**config.mk**
```make
export PLATFORM = sky130hd
export DESIGN_NAME = time_reg_ctrl
export DESIGN_NICKNAME = d
export VERILOG_FILES = /design/src/rtl/time_pkg.sv /design/src/rtl/time_reg_ctrl_bcd_step.sv /design/src/rtl/time_reg_ctrl.sv
export SDC_FILE = /design/constraint.sdc
export NUM_CORES = 1
export LEC_CHECK = 0
export ABC_CLOCK_PERIOD_IN_PS = 9900
export BUFFER_PORTS_ARGS = -buffer_cell sky130_fd_sc_hd__clkbuf_2
export CAP_MARGIN = 20
export CORE_ASPECT_RATIO = 1.2
export CORE_MARGIN = 10
export CORE_UTILIZATION = 40
export CTS_CLUSTER_SIZE = 20
export DETAILED_ROUTE_END_ITERATION = 7
export PLACE_DENSITY = 0.72
export SLEW_MARGIN = 20
export SYNTH_ARGS = -nofsm -noshare
export SYNTH_HDL_FRONTEND = slang
export SYNTH_SLANG_ARGS = --single-unit
export TNS_END_PERCENT = 100
```
**constraint.sdc**
```tcl
create_clock -name clk -period 9.9 [get_ports clk]
set_input_delay 0.99 -clock clk [delete_from_list [all_inputs] [get_ports clk]]
set_output_delay 0.99 -clock clk [all_outputs]
set_load 0.05 [all_outputs]
```
**src/rtl/time_pkg.sv**
```systemverilog
// Shared definitions for the time register controller: field codes, FSM
// state codes, BCD limits, the write-back payload and a field-to-enable decode.
package time_pkg;

  localparam int unsigned DATA_W = 8;
  localparam int unsigned SEL_W  = 2;
  localparam int unsigned ST_W   = 3;
  localparam int unsigned EN_W   = 3;

  // Field codes shared by rtc_sel, fld_sel and wb_sel
  localparam logic [SEL_W-1:0] SEL_SEG  = 2'b00;
  localparam logic [SEL_W-1:0] SEL_MIN  = 2'b01;
  localparam logic [SEL_W-1:0] SEL_HORA = 2'b10;
  localparam logic [SEL_W-1:0] SEL_NONE = 2'b11;

  // Controller state enumeration
  localparam logic [ST_W-1:0] ST_IDLE    = 3'd0;
  localparam logic [ST_W-1:0] ST_LOAD    = 3'd1;
  localparam logic [ST_W-1:0] ST_EDIT    = 3'd2;
  localparam logic [ST_W-1:0] ST_STEP    = 3'd3;
  localparam logic [ST_W-1:0] ST_WB_REQ  = 3'd4;
  localparam logic [ST_W-1:0] ST_WB_WAIT = 3'd5;

  // BCD limits
  localparam logic [DATA_W-1:0] BCD_HOUR_MAX = 8'h23;
  localparam logic [DATA_W-1:0] BCD_MS_MAX   = 8'h59;

  // Step direction
  localparam logic DIR_DEC = 1'b0;
  localparam logic DIR_INC = 1'b1;

  // Write-back payload presented to the RTC write engine
  typedef struct packed {
    logic [SEL_W-1:0]  sel;
    logic [DATA_W-1:0] data;
  } wb_pay_t;

  // One-hot {hora, min, seg} enable for a field code; SEL_NONE gives no enable
  function automatic logic [EN_W-1:0] sel_to_en(input logic [SEL_W-1:0] sel);
    logic [EN_W-1:0] en;
    en = '0;
    case (sel)
      SEL_SEG:  en = 3'b001;
      SEL_MIN:  en = 3'b010;
      SEL_HORA: en = 3'b100;
      default:  en = 3'b000;
    endcase
    return en;
  endfunction

endpackage

```
**src/rtl/time_reg_ctrl_bcd_step.sv**
```systemverilog
// bcd_step: combinational BCD +/-1 with wrap.
//   value      : current BCD byte
//   max        : BCD maximum of the field
//   dir        : DIR_INC or DIR_DEC
//   next_value : stepped BCD byte
// Malformed input (a nibble above 9, or above max) snaps to 00 on inc and to
// max on dec so a corrupted register always recovers to a legal value.
module bcd_step
  import time_pkg::*;
(
  input  logic [DATA_W-1:0] value,
  input  logic [DATA_W-1:0] max,
  input  logic              dir,
  output logic [DATA_W-1:0] next_value
);

  logic [3:0] units;
  logic [3:0] tens;
  logic       bad;

  assign units = value[3:0];
  assign tens  = value[7:4];
  assign bad   = (units > 4'd9) || (tens > 4'd9) || (value > max);

  // Step with units carry/borrow and field wrap
  always_comb begin
    next_value = '0;
    if (dir == DIR_INC) begin
      if (bad || (value == max)) begin
        next_value = '0;
      end else if (units == 4'd9) begin
        next_value = {tens + 4'd1, 4'd0};
      end else begin
        next_value = {tens, units + 4'd1};
      end
    end else begin
      if (bad || (value == '0)) begin
        next_value = max;
      end else if (units == 4'd0) begin
        next_value = {tens - 4'd1, 4'd9};
      end else begin
        next_value = {tens, units - 4'd1};
      end
    end
  end

endmodule

```
**src/rtl/time_reg_ctrl.sv**
```systemverilog
// time_reg_ctrl: arbitrates writes to the sec/min/hour BCD time registers
// between the RTC read engine and a user edit session, and requests a
// write-back to the RTC after every user step.
//   clk, reset                  : clock, synchronous active-high reset
//   rtc_vld/rtc_sel/rtc_data    : RTC byte offer; rtc_rdy accepts it
//   edit_mode, fld_sel, inc, dec: user edit session controls
//   q_seg, q_min, q_hora        : current time register contents
//   d_out, en_seg/min/hora      : shared data bus and one-hot load enables
//   wb_req/wb_sel/wb_data/wb_ack: write-back handshake to the RTC write engine
//   busy                        : high outside IDLE and EDIT
// All outputs are registered: each is computed from the next state.
module time_reg_ctrl
  import time_pkg::*;
#(
  parameter logic [7:0] HOUR_MAX = 8'h23,
  parameter logic [7:0] MS_MAX   = 8'h59
) (
  input  logic              clk,
  input  logic              reset,
  input  logic              rtc_vld,
  input  logic [SEL_W-1:0]  rtc_sel,
  input  logic [DATA_W-1:0] rtc_data,
  output logic              rtc_rdy,
  input  logic              edit_mode,
  input  logic [SEL_W-1:0]  fld_sel,
  input  logic              inc,
  input  logic              dec,
  input  logic [DATA_W-1:0] q_seg,
  input  logic [DATA_W-1:0] q_min,
  input  logic [DATA_W-1:0] q_hora,
  output logic [DATA_W-1:0] d_out,
  output logic              en_seg,
  output logic              en_min,
  output logic              en_hora,
  output logic              wb_req,
  output logic [SEL_W-1:0]  wb_sel,
  output logic [DATA_W-1:0] wb_data,
  input  logic              wb_ack,
  output logic              busy
);

  logic [ST_W-1:0]   state,     nxt_state;
  logic [SEL_W-1:0]  fld_r,     nxt_fld;
  logic [DATA_W-1:0] d_out_r,   nxt_d_out;
  logic [EN_W-1:0]   en_r,      nxt_en;
  logic              wb_req_r,  nxt_wb_req;
  wb_pay_t           wb_r,      nxt_wb;
  logic              busy_r,    nxt_busy;
  logic              rdy_r,     nxt_rdy;

  logic [DATA_W-1:0] step_q;
  logic [DATA_W-1:0] step_max;
  logic [DATA_W-1:0] step_next;
  logic              step_ok;

  // Field under edit and its limit feed the stepper
  always_comb begin
    step_q = q_hora;
    case (fld_sel)
      SEL_SEG: step_q = q_seg;
      SEL_MIN: step_q = q_min;
      default: step_q = q_hora;
    endcase
  end

  assign step_max = (fld_sel == SEL_HORA) ? HOUR_MAX : MS_MAX;
  assign step_ok  = (inc ^ dec) && (fld_sel != SEL_NONE);

  bcd_step u_bcd_step (
    .value      (step_q),
    .max        (step_max),
    .dir        (inc),
    .next_value (step_next)
  );

  // Next-state and next-output logic
  always_comb begin
    nxt_state  = state;
    nxt_fld    = fld_r;
    nxt_d_out  = d_out_r;
    nxt_en     = '0;
    nxt_wb_req = 1'b0;
    nxt_wb     = wb_r;
    nxt_busy   = 1'b0;
    nxt_rdy    = 1'b0;

    case (state)
      ST_IDLE: begin
        // An edit session wins over a byte offered in the same cycle
        if (edit_mode) begin
          nxt_state = ST_EDIT;
        end else if (rtc_vld && rdy_r) begin
          nxt_state = ST_LOAD;
          nxt_d_out = rtc_data;
          nxt_en    = sel_to_en(rtc_sel);
        end
      end
      ST_LOAD: begin
        nxt_state = ST_IDLE;
      end
      ST_EDIT: begin
        if (!edit_mode) begin
          nxt_state = ST_IDLE;
        end else if (step_ok) begin
          nxt_state = ST_STEP;
          nxt_fld   = fld_sel;
          nxt_d_out = step_next;
          nxt_en    = sel_to_en(fld_sel);
        end
      end
      ST_STEP: begin
        // d_out still holds the value loaded this cycle
        nxt_state   = ST_WB_REQ;
        nxt_wb_req  = 1'b1;
        nxt_wb.sel  = fld_r;
        nxt_wb.data = d_out_r;
      end
      ST_WB_REQ: begin
        if (wb_ack) begin
          nxt_state = ST_WB_WAIT;
        end else begin
          nxt_wb_req = 1'b1;
        end
      end
      ST_WB_WAIT: begin
        nxt_state = edit_mode ? ST_EDIT : ST_IDLE;
      end
      default: begin
        nxt_state = ST_IDLE;
      end
    endcase

    nxt_busy = (nxt_state != ST_IDLE) && (nxt_state != ST_EDIT);
    nxt_rdy  = (nxt_state == ST_IDLE) && !edit_mode;
  end

  // State and output registers
  always_ff @(posedge clk) begin
    if (reset) begin
      state    <= ST_IDLE;
      fld_r    <= SEL_SEG;
      d_out_r  <= '0;
      en_r     <= '0;
      wb_req_r <= 1'b0;
      wb_r     <= '0;
      busy_r   <= 1'b0;
      rdy_r    <= 1'b0;
    end else begin
      state    <= nxt_state;
      fld_r    <= nxt_fld;
      d_out_r  <= nxt_d_out;
      en_r     <= nxt_en;
      wb_req_r <= nxt_wb_req;
      wb_r     <= nxt_wb;
      busy_r   <= nxt_busy;
      rdy_r    <= nxt_rdy;
    end
  end

  assign d_out   = d_out_r;
  assign en_seg  = en_r[0];
  assign en_min  = en_r[1];
  assign en_hora = en_r[2];
  assign wb_req  = wb_req_r;
  assign wb_sel  = wb_r.sel;
  assign wb_data = wb_r.data;
  assign busy    = busy_r;
  assign rtc_rdy = rdy_r;

endmodule

```
==> results.py, run 1 <==
metrics = {
    "layout": {
        "final_layout_size_suffix_gt1_share_pct": 28.1,
        "nets": 381,
        "layout.cells.most_common_list": "clkbuf_2, nand2_1, nor2_1",
        "num_antenna_cells": 0,
        "synthToLayoutAreaGrowth_pct": 22.7,
        "final_common_cell": "clkbuf_2",
        "num-fill-cells": 505,
    },
    "die": {
        "fp.dieArea_sq_um": 8290,
        "core.rowCount": 28,
        "fp.coreArea_sq_um": 4900,
        "fp.dieW_um": 84.8,
        "die_h_um": 97.8,
        "initial_core_util_pct": 41.1,
        "count_of_pins_on_the_block_boundary": 67,
    },
    "min_path": {
        "holdPathStages": 2,
        "hold-path-endpoint": "wb_data[0]",
        "hp-class": "register to register",
        "hold_path_startpoint": "wb_data[0]",
    },
    "yosys": {
        "number_of_enable_type_register_cells_in_the_synthesized_netlist": 0,
        "synthFlopType": "dfxtp_1",
        "postSynthRegisterBits": 29,
        "mappedNetlistArea_sq_um": 2020,
        "postSynthAreaPerCell_sq_um": 7.47,
        "synth_seq_area_share_pct": 28.8,
        "yosys.cell_types.count": 55,
        "ys_async_sr_fraction_pct": 0,
        "synthesis.nets": 321,
        "synth-warning-count": 0,
        "syn_inst": 270,
    },
    "routing": {
        "detail-route-antenna-nets": 0,
        "vias": 2054,
        "drt-vias-per-instance": 5.25,
        "post-route-drc-count": 0,
        "drt_iter0_drc": 136,
        "first_pass_iters": 4,
        "route.detailed.wl_per_inst_um": 14.2,
        "totalWireLength_um": 5560,
    },
    "critical_path": {
        "ff2ff_setup_slack_ns": 7.98,
        "worstPathArrival_ns": 4.14,
        "critPathLaunchType": "input pin",
        "timing.rr.end": "d_out[7]",
        "r2r-start": "rtc_rdy",
        "startpoint": "fld_sel[0]",
        "critPathKind": "input pin to register",
        "worst_r2r_path_depth": 7,
        "worstPathRequired_ns": 10.09,
        "critPathCaptureType": "register",
        "worst-path-max-fanout": 12,
    },
    "sta": {
        "achievable-frequency_ghz": 0.253,
        "clock_period_minus_worst_slack_ns": 3.95,
        "worst-slew-pin-transition_ns": 0.748,
        "maxSlewViolCount": 0,
        "min_period_over_period_pct": 39.9,
        "relSlewSlack_pct": 49.9,
        "finClkSkew_ns": 0.00402,
        "fin_tns_setup_ns": 0,
        "final-hold-violation-count": 0,
        "rsz0062_at_grt": "false",
        "final_setup_violation_count": 0,
    },
    "place": {
        "port_buffers": 66,
        "gp_congestion": 0.914,
        "post-dp-hpwl_um": 4500,
    },
    "power_and_ir_drop": {
        "report.power.total_w": 0.000328,
        "leakage_nw": 1.10,
        "ir_worst_vdd_v": 0.0000549,
        "pwr_density_cell_nw_per_um2": 132,
    },
    "global_routing": {
        "antenna_violations_before_repair": 0,
        "overflow": 0,
        "grt_first_pass_wirelength_um": 9270,
        "grt_pass1_vias": 2038,
        "grt_util_all_layers_pct": 13.1,
        "grt_start_max_net_pins": 29,
    },
    "clocking": {
        "clock_tree_from_tritoncts": "done",
        "hold_buffers": 0,
        "worst_setup_hold_path_clk_slew_ns": 0.06,
        "post_cts_setup_buffer_count": 0,
        "htree_levels": 2,
        "cts_root_buffer": "clkbuf_8",
        "insertion_delay_ns": 0.27,
        "cts_repair_resize_count": 0,
        "max-clock-path-buffers": 2,
        "cts_buffers": 5,
        "cts_num_sinks": 29,
    },
    "job": {
        "maxCapViolCount": 0,
    },
    "run_status": {
        "outcome": "finished, final reports clean",
    },
}
-- Yosys cell counts (all sizes together) (8+ instances only) --
master   n  area share [%]
inv     10             1.9
clkbuf   8             1.5
nor2    38             7.1
mux2i    9             4.7
o21a     8             3.1
o21ai   15             4.8
dfxtp   29              29
a21oi   29             7.2
ha       8             5.0
nand2   46             8.6
-- how the worst max path moves through the flow --
stage                     to
floorplan           d_out[6]
global placement    d_out[6]
detailed placement  d_out[6]
CTS                 d_out[1]
global route        d_out[1]
finish              d_out[1]
-- worst max-delay path, cell delays in order --
cell and delay [ns]:
clkbuf_2 0.31, mux2i_1 0.23, nor2_1 0.05, a21oi_1 0.34
inv_1 0.18, ha_1 0.33, a41o_1 0.23, a21oi_1 0.25
o211a_1 0.22, o221ai_2 0.18, or2_1 0.29, o311a_1 0.36
o31ai_2 0.17
-- report_power, final --
part	switching, W	internal (W)
clock	0.0000424	0.0000819
combinational	0.0000516	0.0000294
sequential	0.00000268	0.000120
-- flip-flops by register name (all words and copies together), names as in the netlist --
| name | count |
|---|---|
| en_r | 3 |
| state | 3 |
| wb_data | 8 |
| wb_sel | 2 |
| fld_r | 2 |
| wb_req | 1 |
| busy | 1 |
| d_out | 8 |
| rtc_rdy | 1 |
-- metrics by stage --
step / std cells / instance area, sq um / hold WS [ns] / setup WS, ns / utilization, %
after floorplan: 270 / 2020 / 0.432 / 6.06 / -
after global placement: 383 / 2360 / 0.441 / 5.85 / 48.1
after global routing: 391 / 2470 / 0.481 / 5.69 / 50.4
final: 391 / 2470 / 0.451 / 5.95 / 50.4
after CTS: 391 / 2470 / 0.454 / 5.95 / 50.4
after detailed placement: 383 / 2360 / 0.445 / 5.71 / 48.1
-- kinds of logic after synthesis --
kind of cell,after synthesis,share of synthesized area (%)
xor+xnor,6,2.61
simple gates,117,27.4
compound gates,77,26.0
fa+ha+maj,8,4.97
mux,10,5.21
flops,29,28.8
buf+inv,23,5.03
-- area by class of cell --
type                       count  area (sq um)  share of cell area (%)
multi-input combinational    218          1330                    53.9
sequential                    29           581                    23.5
timing repair buffer          66           330                    13.4
clock buffer                   7          86.3                    3.49
tap                           60          75.1                    3.03
inverter                      10          37.5                    1.52
clock inverter                 1          30.0                    1.21
-- routing by layer --
layer | GRT usage [%] | routed length [um] | up-vias | share of wire [%]
met4 | 5.96 | 68 | 0 | 1.2
met1 | 14.4 | 2370 | 916 | 43
met5 | 0 | 0 | - | 0
met3 | 3.82 | 387 | 8 | 7.0
met2 | 22.3 | 2740 | 58 | 49
li1 | - | - | 1072 | -
Note: power is estimated with default switching activity, not from simulation.
==> run 2, diff against run 1 <==
ABC_CLOCK_PERIOD_IN_PS = 3720   (was 9900)
clock period = 3.72 ns   (was 9.9 ns; I/O delays follow)
==> results.py, run 2 (synthesis gave the netlist of run 1 again) <==
metrics = {
    "run_status": {
        "outcome": "finished, final reports clean",
    },
    "critical_path": {
        "timing.rr.end": "d_out[4]",
        "worstPathRequired_ns": 3.92,
        "cp_slowest_cell": "a221o_1",
        "critPathKind": "input pin to register",
        "worst_path_dominant_cell_family": "compound AO/OA/AOI/OAI gates",
        "worst-path-stages": 13,
        "path_common_cell": "a21oi_1",
        "worst-path-max-fanout": 12,
        "slowest_delay_ns": 0.42,
        "timing.critical_path.to": "d_out[6]",
        "startpoint": "fld_sel[0]",
        "critical_path.n_buffers_inverters": 2,
        "r2r-start": "rtc_rdy",
        "worst_r2r_path_depth": 7,
        "ff2ff_setup_slack_ns": 1.83,
        "critPathLaunchType": "input pin",
        "critPathCaptureType": "register",
        "crit_chain": "clkbuf_2 -> mux2i_1 -> nor2_1 -> a21oi_1 -> inv_1 -> ha_1 -> a41o_1 -> a21oi_1 -> o211a_1 -> o221ai_2 -> a221o_1 -> a211o_1 -> a31oi_1",
        "worstPathArrival_ns": 3.21,
    },
    "sta": {
        "rsz0062_at_grt": "false",
        "worst-slew-pin-transition_ns": 0.720,
        "clock_period_minus_worst_slack_ns": 3.02,
        "maxSlewViolCount": 0,
        "finClkSkew_ns": 0.00986,
        "final_setup_violation_count": 0,
        "fin_tns_setup_ns": 0,
        "relSlewSlack_pct": 51.7,
        "achievable-frequency_ghz": 0.332,
        "min_period_over_period_pct": 81.1,
        "fin_ws_ns": 0.704,
        "final-hold-violation-count": 0,
    },
    "clocking": {
        "worst_setup_hold_path_clk_slew_ns": 0.06,
        "htree_levels": 2,
        "cts_buffers": 5,
        "max-clock-path-buffers": 2,
        "clock_tree_from_tritoncts": "done",
        "post_cts_setup_buffer_count": 0,
        "cts_num_sinks": 29,
        "insertion_delay_ns": 0.28,
        "hold_buffers": 0,
        "cts_repair_resize_count": 0,
        "cts_root_buffer": "clkbuf_8",
    },
    "place": {
        "place.detailed.instances": 385,
        "port_buffers": 66,
        "gp_congestion": 0.880,
        "dpl_worst_slack_ns": 0.463,
        "post-dp-hpwl_um": 4420,
        "placedInstanceArea_sq_um": 2370,
    },
    "routing": {
        "totalWireLength_um": 5400,
        "drt-vias-per-instance": 5.19,
        "route.detailed.wl_per_inst_um": 13.7,
        "vias": 2038,
        "first_pass_iters": 4,
        "drt_iter0_drc": 83,
        "post-route-drc-count": 0,
        "detail-route-antenna-nets": 0,
    },
    "layout": {
        "post_layout_instance_area_sq_um": 2470,
        "final_layout_size_suffix_gt1_share_pct": 28.8,
        "synthToLayoutAreaGrowth_pct": 22.7,
        "final_cells": 393,
        "num_antenna_cells": 0,
        "nets": 383,
        "final_common_cell": "clkbuf_2",
        "num-fill-cells": 497,
        "layout.cells.most_common_list": "clkbuf_2, nand2_1, nor2_1",
    },
    "power_and_ir_drop": {
        "report.power.total_w": 0.000824,
        "ir_worst_vdd_v": 0.000156,
        "leakage_nw": 1.11,
        "pwr_density_cell_nw_per_um2": 333,
    },
    "die": {
        "count_of_pins_on_the_block_boundary": 67,
        "die_h_um": 97.8,
        "fp.dieW_um": 84.8,
        "fp.coreArea_sq_um": 4900,
        "initial_core_util_pct": 41.1,
        "core.rowCount": 28,
        "fp.dieArea_sq_um": 8290,
    },
    "job": {
        "maxCapViolCount": 0,
    },
    "global_routing": {
        "overflow": 0,
        "grt_pass1_vias": 1991,
        "antenna_violations_before_repair": 0,
        "grt_first_pass_wirelength_um": 8930,
        "grt_start_max_net_pins": 29,
        "grt_util_all_layers_pct": 12.5,
    },
    "min_path": {
        "holdPathStages": 2,
        "hp-class": "input pin to register",
    },
}
==> run 2: cell count changes in the layout (fill, tap and decap cells not counted) <==
cell | previous run | this run
buf_4 | 0 | 2
bufinv_16 | 1 | 0
clkbuf_1 | 1 | 0
clkbuf_8 | 6 | 7
clkinv_2 | 0 | 1
==> run 2: worst min-delay path by stage <==
stage	start	end	slack [ns]
2_1_floorplan	fld_r[0]	wb_sel[0]	0.43
3_3_place_gp	wb_data[1]	wb_data[1]	0.44
3_5_place_dp	wb_data[1]	wb_data[1]	0.45
4_1_cts	wb_ack	wb_req	0.29
5_1_grt	wb_ack	wb_req	0.30
6_report	wb_ack	wb_req	0.29
==> run 2: area by class of cell <==
| type | count | area (sq um) | share of cell area [%] |
|---|---|---|---|
| multi-input cells | 218 | 1330 | 53.9 |
| flip-flops and latches | 29 | 581 | 23.5 |
| repair buffers | 68 | 345 | 14.0 |
| clock buffers | 7 | 96.3 | 3.89 |
| well taps | 60 | 75.1 | 3.03 |
| inverters | 10 | 37.5 | 1.52 |
| clock inverters | 1 | 5.00 | 0.202 |
==> run 2: power by group <==
part	total (W)	internal, W	switching (W)
combinational	0.000215	0.0000798	0.000135
sequential	0.000326	0.000319	0.00000728
clock	0.000284	0.000167	0.000117
==> run 2: worst register-to-register path: stages, from the launching register on <==
cell      delay [ns]
dfxtp_1         0.34
nand3b_1        0.14
nor2_1          0.20
a21oi_1         0.08
nor3_2          0.57
nor2_1          0.09
a211oi_1        0.26
o21a_1          0.16
==> run 2: through the flow <==
stage	util, %	hold slack, ns
after floorplan	-	0.432
after global placement	48.4	0.440
after detailed placement	48.4	0.446
after CTS	50.4	0.290
after global routing	50.4	0.296
final	50.4	0.294
==> run 2: layer usage <==
metal / track usage [%] / up-vias / part of all wire, %
met5: 0 / - / 0
met4: 4.70 / 0 / 1.4
met3: 3.41 / 5 / 6.4
met2: 21.8 / 49 / 49
met1: 13.9 / 908 / 43
li1: - / 1076 / -
==> run 3, diff against run 2 <==
ABC_CLOCK_PERIOD_IN_PS = 3100   (was 3720)
clock period = 3.1 ns   (was 3.72 ns; I/O delays follow)
==> results.py, run 3 (synthesis gave the netlist of run 1 again) <==
metrics = {
    "clocking": {
        "cts_buffers": 5,
        "insertion_delay_ns": 0.28,
        "clock_tree_from_tritoncts": "done",
        "cts_repair_resize_count": 0,
        "hold_buffers": 0,
        "post_cts_setup_buffer_count": 0,
        "cts_num_sinks": 29,
        "cts_root_buffer": "clkbuf_8",
        "htree_levels": 2,
        "worst_setup_hold_path_clk_slew_ns": 0.06,
        "max-clock-path-buffers": 2,
    },
    "sta": {
        "finalHoldWorstSlack_ns": 0.229,
        "achievable-frequency_ghz": 0.363,
        "rsz0062_at_grt": "false",
        "fin_tns_setup_ns": 0,
        "relSlewSlack_pct": 52.8,
        "maxSlewViolCount": 0,
        "min_period_over_period_pct": 88.8,
        "clock_period_minus_worst_slack_ns": 2.75,
        "final_setup_violation_count": 0,
        "finClkSkew_ns": 0.00500,
        "fin_ws_ns": 0.346,
        "worst-slew-pin-transition_ns": 0.706,
        "final-hold-violation-count": 0,
    },
    "critical_path": {
        "startpoint": "fld_sel[0]",
        "slowest_delay_ns": 0.42,
        "timing.rr.end": "d_out[2]",
        "cp_slowest_cell": "a221o_1",
        "worst-path-max-fanout": 8,
        "worst_r2r_path_depth": 6,
        "critPathCaptureType": "register",
        "critical_path.n_buffers_inverters": 2,
        "worstPathArrival_ns": 2.95,
        "worst-path-stages": 13,
        "r2r-start": "state[2]",
        "critPathKind": "input pin to register",
        "ff2ff_setup_slack_ns": 1.33,
        "worstPathRequired_ns": 3.30,
        "worst_path_dominant_cell_family": "compound AO/OA/AOI/OAI gates",
        "timing.critical_path.to": "d_out[6]",
        "crit_chain": "clkbuf_2 -> mux2i_1 -> nor2_1 -> a21oi_2 -> inv_1 -> ha_1 -> a41o_1 -> a21oi_1 -> o211a_1 -> o221ai_2 -> a221o_1 -> a211o_1 -> a31oi_1",
        "critPathLaunchType": "input pin",
    },
    "min_path": {
        "hp-class": "input pin to register",
        "hold_path_startpoint": "wb_ack",
    },
    "place": {
        "dpl_worst_slack_ns": 0.102,
        "place.detailed.instances": 391,
        "port_buffers": 66,
        "gp_congestion": 0.912,
        "post-dp-hpwl_um": 4720,
    },
    "die": {
        "initial_core_util_pct": 41.1,
        "fp.coreArea_sq_um": 4900,
        "die_h_um": 97.8,
        "fp.dieW_um": 84.8,
        "count_of_pins_on_the_block_boundary": 67,
        "core.rowCount": 28,
        "fp.dieArea_sq_um": 8290,
    },
    "power_and_ir_drop": {
        "pwr_density_cell_nw_per_um2": 379,
        "power.share.switching_pct": 32.6,
        "p_int_w": 0.000640,
        "ir_worst_vdd_v": 0.000180,
        "netSwitchingPower_w": 0.000310,
        "power.share.sequential_pct": 41.2,
        "power.clock.fraction_pct": 30.3,
        "p_comb_share_pct": 28.5,
        "leakage_nw": 1.13,
    },
    "routing": {
        "route.detailed.wl_per_inst_um": 14.3,
        "detail-route-antenna-nets": 0,
        "drt-vias-per-instance": 5.22,
        "totalWireLength_um": 5710,
        "vias": 2082,
        "drt_iter0_drc": 89,
        "post-route-drc-count": 0,
        "first_pass_iters": 4,
    },
    "layout": {
        "final_layout_size_suffix_gt1_share_pct": 30.1,
        "nets": 389,
        "synthToLayoutAreaGrowth_pct": 24.2,
        "final_common_cell": "clkbuf_2",
        "layout.cells.most_common_list": "clkbuf_2, nand2_1, nor2_1",
        "num_antenna_cells": 0,
        "num-fill-cells": 501,
        "final_cells": 399,
    },
    "run_status": {
        "outcome": "finished, final reports clean",
    },
    "global_routing": {
        "grt_pass1_vias": 2039,
        "grt_util_all_layers_pct": 13.2,
        "antenna_violations_before_repair": 0,
        "overflow": 0,
        "grt_first_pass_wirelength_um": 9260,
        "grt_start_max_net_pins": 29,
    },
    "job": {
        "maxCapViolCount": 0,
    },
}
[run 3: cell count changes in the layout (fill, tap and decap cells not counted)]
cell,delta
a21oi_1,-1
a21oi_2,+1
buf_4,+6
clkbuf_1,+1
clkbuf_8,-2
clkinv_2,+1
[run 3: area by class of cell]
class / instances / area [sq um] / area share (%)
Clock buffer: 6 / 72.6 / 2.90
Clock inverter: 2 / 10.0 / 0.400
Inverter: 10 / 37.5 / 1.50
Multi-Input combinational cell: 218 / 1340 / 53.4
Sequential cell: 29 / 581 / 23.2
Tap cell: 60 / 75.1 / 3.00
Timing Repair Buffer: 74 / 390 / 15.6
[run 3: power groups by stage]
| stage | clock network, W | logic [W] | registers [W] |
|---|---|---|---|
| after floorplan | 0 | 0.000164 | 0.000422 |
| after global placement | 0 | 0.000268 | 0.000399 |
| after detailed placement | 0 | 0.000269 | 0.000399 |
| after CTS | 0.000298 | 0.000271 | 0.000391 |
| after global routing | 0.000310 | 0.000298 | 0.000392 |
| final | 0.000288 | 0.000271 | 0.000391 |
[run 3: stage by stage]
stage               utilization [%]  cell area [sq um]  total power, W
global route                   51.0               2500         0.00100
floorplan                         -               2020        0.000586
global placement               49.4               2420        0.000667
CTS                            51.0               2500        0.000960
finish                         51.0               2500        0.000950
detailed placement             49.4               2420        0.000668
[run 3: worst min path at each step]
stage | end | cells after the start
3_5_place_dp | wb_data[0] | 2
2_1_floorplan | wb_req | 1
5_1_grt | wb_req | 2
6_report | wb_req | 2
3_3_place_gp | wb_sel[1] | 2
4_1_cts | wb_req | 2
[run 3: metal layers]
layer / GRT usage [%] / wire length (um)
met2: 21.9 / 2750
met5: 0 / 0
met3: 4.16 / 462
met4: 6.47 / 126
met1: 14.8 / 2370
